==> src/rtl/count_run_controller.sv <==
// rtl/count_run_controller.sv - tick generator, button debounce and run/pause/clear control for the event counter
module count_run_controller #(
  parameter int CLK_HZ         = 100_000_000,
  parameter int TICK_HZ        = 1000,
  parameter int DEBOUNCE_TICKS = 20,
  parameter int WIDTH          = 16
) (
  input  logic             CLK100MHZ,
  input  logic             CPU_RESETN,
  input  logic             btn_start_stop,
  input  logic             btn_clear,
  input  logic             sw_dir,
  output logic [WIDTH-1:0] count,
  output logic             running,
  output logic [1:0]       state,
  output logic             tick,
  output logic             wrap
);

  localparam int DIV   = CLK_HZ / TICK_HZ;
  localparam int DIV_W = (DIV > 2) ? $clog2(DIV) : 1;
  localparam int DB_W  = $clog2(DEBOUNCE_TICKS + 1);

  typedef enum logic [1:0] {
    S_IDLE  = 2'd0,
    S_RUN   = 2'd1,
    S_PAUSE = 2'd2
  } state_t;

  logic [DIV_W-1:0] div_cnt;
  logic [1:0]       raw_btn;
  logic [1:0]       sync1;
  logic [1:0]       sync2;
  logic [1:0]       db_level;
  logic [DB_W-1:0]  db_cnt [2];
  logic [1:0]       press;
  logic             press_ss;
  logic             press_clr;
  state_t           state_r;
  state_t           state_nxt;

  // tick is registered one cycle early so it is high exactly while div_cnt == DIV-1
  always_ff @(posedge CLK100MHZ or negedge CPU_RESETN) begin
    if (!CPU_RESETN) begin
      div_cnt <= '0;
      tick    <= 1'b0;
    end else begin
      if (div_cnt == DIV_W'(DIV - 1)) div_cnt <= '0;
      else                            div_cnt <= div_cnt + DIV_W'(1);
      tick <= (div_cnt == DIV_W'(DIV - 2));
    end
  end

  assign raw_btn = {btn_clear, btn_start_stop};

  always_ff @(posedge CLK100MHZ or negedge CPU_RESETN) begin
    if (!CPU_RESETN) begin
      sync1 <= '0;
      sync2 <= '0;
    end else begin
      sync1 <= raw_btn;
      sync2 <= sync1;
    end
  end

  always_ff @(posedge CLK100MHZ or negedge CPU_RESETN) begin
    if (!CPU_RESETN) begin
      db_level <= '0;
      for (int i = 0; i < 2; i++) db_cnt[i] <= '0;
    end else if (tick) begin
      for (int i = 0; i < 2; i++) begin
        if (sync2[i] == db_level[i]) begin
          db_cnt[i] <= '0;
        end else if (db_cnt[i] == DB_W'(DEBOUNCE_TICKS - 1)) begin
          db_level[i] <= sync2[i];
          db_cnt[i]   <= '0;
        end else begin
          db_cnt[i] <= db_cnt[i] + DB_W'(1);
        end
      end
    end
  end

  // press fires on the tick that accepts a rising debounced level
  always_comb begin
    press = '0;
    for (int i = 0; i < 2; i++) begin
      press[i] = tick && sync2[i] && !db_level[i] &&
                 (db_cnt[i] == DB_W'(DEBOUNCE_TICKS - 1));
    end
  end

  assign press_ss  = press[0];
  assign press_clr = press[1];

  always_comb begin
    state_nxt = state_r;
    case (state_r)
      S_IDLE:  if (press_ss) state_nxt = S_RUN;
      S_RUN:   if (press_ss) state_nxt = S_PAUSE;
      S_PAUSE: if (press_ss) state_nxt = S_RUN;
      default: state_nxt = S_IDLE;
    endcase
    if (press_clr) state_nxt = S_IDLE;
  end

  always_ff @(posedge CLK100MHZ or negedge CPU_RESETN) begin
    if (!CPU_RESETN) begin
      state_r <= S_IDLE;
      running <= 1'b0;
    end else begin
      state_r <= state_nxt;
      running <= (state_nxt == S_RUN);
    end
  end

  assign state = state_r;

  always_ff @(posedge CLK100MHZ or negedge CPU_RESETN) begin
    if (!CPU_RESETN) begin
      count <= '0;
      wrap  <= 1'b0;
    end else begin
      wrap <= 1'b0;
      if (press_clr) begin
        count <= '0;
      end else if ((state_r == S_RUN) && tick) begin
        if (sw_dir) begin
          count <= count - WIDTH'(1);
          wrap  <= (count == '0);
        end else begin
          count <= count + WIDTH'(1);
          wrap  <= (count == '1);
        end
      end
    end
  end

endmodule

==> config.mk <==
export PLATFORM = sky130hd
export DESIGN_NAME = count_run_controller
export DESIGN_NICKNAME = d
export VERILOG_FILES = /design/src/rtl/count_run_controller.sv
export SDC_FILE = /design/constraint.sdc
export NUM_CORES = 1
export LEC_CHECK = 0
export ABC_AREA = 1
export BUFFER_PORTS_ARGS = -buffer_cell sky130_fd_sc_hd__buf_2
export CAP_MARGIN = 30
export CORE_MARGIN = 2
export CORE_UTILIZATION = 37
export DETAILED_ROUTE_END_ITERATION = 8
export GPL_ROUTABILITY_DRIVEN = 0
export PLACE_DENSITY = 0.62
export SLEW_MARGIN = 20
export SYNTH_ARGS = -nofsm -noshare
export SYNTH_HDL_FRONTEND = slang
export SYNTH_SLANG_ARGS = --single-unit
==> constraint.sdc <==
create_clock -name CLK100MHZ -period 1.7 [get_ports CLK100MHZ]
set_clock_uncertainty 0.15 [all_clocks]
set_input_delay 0.34 -clock CLK100MHZ [delete_from_list [all_inputs] [get_ports CLK100MHZ]]
set_output_delay 0.34 -clock CLK100MHZ [all_outputs]
set_load 0.01 [all_outputs]
==> impl_metrics.env <==
export IMPL_status="finished with violations"
export IMPL_violations="setup timing"
export IMPL_grt_pass1_vias=3184
export IMPL_final_core_util_pct=50.49
export IMPL_coreArea_um2=9196
export IMPL_synth_top_cell_area_share_pct=38.72
export IMPL_timing_hold_violations_final=0
export IMPL_die_h_um=101.1
export IMPL_wire_per_inst_um=13.27
export IMPL_cts_tree="done"
export IMPL_drt_total_wl_um=8876
export IMPL_timing_worst_setup_path_type="reg2reg"
export IMPL_clock_latency_ns=0.30
export IMPL_die_area_um2=10220
export IMPL_r2r_end="count[15]$_DFFE_PN0P_"
export IMPL_slew_headroom_pct=78.28
export IMPL_path_clk_slew_ns=0.11
export IMPL_report_final_slew_viol_count=0
export IMPL_rsz0062_at_grt="yes"
export IMPL_io_pins=26
export IMPL_swShare_pct=26.71
export IMPL_die_w_um=101.1
export IMPL_ff2ff_path_depth=10
export IMPL_combPwrFrac_pct=13.7
export IMPL_synth_nets=496
export IMPL_numCtsBuffers=5
export IMPL_power_total_mw=2.413
export IMPL_ys_seq_elements=54
export IMPL_synth_cells=472
export IMPL_power_share_clock_pct=32.8
export IMPL_dr_pass1_iters=4
export IMPL_r2r_start="count[9]$_DFFE_PN0P_"
export IMPL_drive_above_1_share_pct=30.65
export IMPL_timing_final_crit_share_pct=102.2
export IMPL_antenna_found_initial=0
export IMPL_cell_internal_pwr_mw=1.768
export IMPL_cp_end_kind="flop"
export IMPL_crit_arrival_ns=1.79
export IMPL_drc_errors=0
export IMPL_setup_slack_ns=-0.03809
export IMPL_fillers=854
export IMPL_synth_area_um2=3490
export IMPL_cp_startpoint="count[9]$_DFFE_PN0P_"
export IMPL_fp_row_count=35
export IMPL_r2r_setup_slack_ns=-0.04
export IMPL_dp_hpwl_um=6310
export IMPL_ir_drop_mv=0.3048
export IMPL_ant_nets=0
export IMPL_required_ns=1.76
export IMPL_synth_largest_area_cell="dfrtp_1"
export IMPL_num_nets_final=581
export IMPL_num_vias=3285
export IMPL_htree_levels=2
export IMPL_cts_path_max_buffers=2
export IMPL_instances_no_fill=669
export IMPL_switching_power_mw=0.6444
export IMPL_min_period_ns=1.738
export IMPL_syn_avg_cell_area_um2=7.393
export IMPL_max_stage_delay_ns=0.43
export IMPL_crit_fanout=4
export IMPL_grt_max_degree=55
export IMPL_p_per_area_nw_per_um2=519.6
export IMPL_cts_sinks=54
export IMPL_syn_to_final_growth_pct=33.06
export IMPL_drtIter0Drc=103
export IMPL_path_buf_inv=1
export IMPL_yosys_cell_types_count=34
export IMPL_portBuffers=25
export IMPL_holdCritPathClass="reg2reg"
export IMPL_path_delay_family="simple AND/OR/NAND/NOR gates"
export IMPL_ys_warn_count=0
export IMPL_grt_overflow_total=0
export IMPL_cp_cell_sequence="ha_4 > nand2_1 > inv_2 > nand2_2 > nor3_4 > nand2_2 > nand2_1 > nand2_1 > nand3_1 > nand2_1"
export IMPL_dp_cells=655
export IMPL_finalSetupViolCount=4
export IMPL_antennaDiodeCount=0
export IMPL_cp_slowest_cell="dfrtp_1"
export IMPL_start_util_pct=37.95
export IMPL_grt_usage_pct=17.70
export IMPL_synth_area_top_cells="dfrtp_1 (39%), nand2_1 (16%), inv_1 (8.0%)"
export IMPL_vias_per_cell=4.910
export IMPL_worst_setup_path_start_kind="flop"
export IMPL_pre_cts_ws_ns=-0.3277
export IMPL_max_slew_worst_pin_slew_ns=0.3228
export IMPL_leakage_nw=2.334
export IMPL_maxCapViolCount=0
export IMPL_fmax_ghz=0.5753
export IMPL_hold_start="sync1[0]$_DFF_PN0_"
export IMPL_whs_endpoint="sync2[0]$_DFF_PN0_"
export IMPL_crit_path_frequent_cell="nand2_1"
export IMPL_holdPathStages=0
export IMPL_seq_power_share_pct=53.5
export IMPL_cts_root_buf="clkbuf_8"
export IMPL_grt_pass1_wl_um=14640
export IMPL_yosysSeqAreaShare_pct=38.72
state kept, by name, indices dropped and copies added, names as in the netlist:
name      count
div_cnt      17
count        16
db_cnt       10
db_level      2
state         2
sync1         2
sync2         2
running       1
tick          1
wrap          1
stage by stage:
step | instance area [µm²] | hold slack, ns | setup TNS, ns
after floorplan | 3506 | -0.1056 | 0
after global placement | 4169 | 0.1842 | -2.639
after detailed placement | 4169 | 0.1926 | -3.291
after CTS | 4506 | 0.2172 | -0.001531
after global routing | 4643 | 0.2405 | -0.7990
final | 4643 | 0.2335 | -0.07707
worst reg2reg max path, stage by stage, from the launching register on:
cell,delay [ns]
dfrtp_1,0.43
ha_4,0.30
nand2_1,0.11
inv_2,0.09
nand2_2,0.08
nor3_4,0.19
nand2_2,0.08
nand2_1,0.06
nand2_1,0.04
nand3_1,0.06
nand2_1,0.06
area by class of cell:
type	instances	area, µm²	area share, %
clock buffers	6	82.58	1.778
clock inverters	2	17.52	0.3773
inverters	78	292.8	6.306
multi-input cells	337	2143	46.16
flip-flops and latches	54	1354	29.16
well taps	111	138.9	2.991
repair buffers	81	614.3	13.23
Yosys cell counts, drive strengths merged:
cell type  number
a21oi          14
a22o            1
a32o            1
and2            1
and3            1
buf             3
dfrtp          54
fa              1
ha             18
inv            78
nand2         149
nand3          36
nand3b          4
nand4          11
nor2           39
nor3           13
nor4            2
o21ai          15
o22ai           5
o31ai           2
or2             6
xnor2           4
xor2           14
routing by layer:
metal  up-vias  global-route usage, %  share of wire [%]  wire, µm
met1      1552                  23.36                 45      4029
met4         0                  4.782                1.4       127
met5         -                      0                  0         0
met2        55                  30.41                 50      4410
met3        10                  2.566                3.5       309
li1       1668                      -                  -         -
how the worst max path moves through the flow:
stage / to / cells after the start
finish: count[15]$_DFFE_PN0P_ / 10
CTS: count[14]$_DFFE_PN0P_ / 11
global route: count[13]$_DFFE_PN0P_ / 11
detailed placement: count[14]$_DFFE_PN0P_ / 12
global placement: count[15]$_DFFE_PN0P_ / 11
floorplan: count[13]$_DFFE_PN0P_ / 8
repair_timing:
item,CTS,global route
gates resized for setup,31,37
endpoints found under the setup margin,11,20
hold endpoints to repair,56,0
pin swaps,11,18
hold buffers,3,0
buffers inserted,2,1
logic make-up (layout without fill, tap and decap cells):
kind of cell,after synthesis,after routing,synth area share [%]
buffers and inverters,81,167,9.143
AOI/OAI and AO/OA,38,38,6.346
DFF,54,54,38.72
and+or+nand+nor,262,262,34.24
adders and majority gates,19,19,7.028
xor gates and xnor gates,18,18,4.518
power by group through the flow:
stage	Clock, mW	Sequential, mW	Combinational [mW]
6_report	0.791	1.29	0.331
5_1_grt	0.888	1.29	0.372
4_1_cts	0.840	1.29	0.302
3_5_place_dp	0	1.32	0.255
3_3_place_gp	0	1.32	0.250
2_1_floorplan	0	1.32	0.142
placed cells by master (no fill, tap or decap), types with 9 or more instances in the layout:
cell type  netlist  final
o21ai_0         13     10
inv_1           74     69
nand2_2          3     22
xor2_1          14     14
buf_2            0     25
nor2_1          33     30
dfrtp_1         54     52
nand2_1        146    126
buf_4            2     46
inv_2            4      9
a21oi_1         13      9
ha_4             0     13
nand3_1         35     28
nand4_1          9      9
No activity file was read; power rests on OpenSTA's default activity.
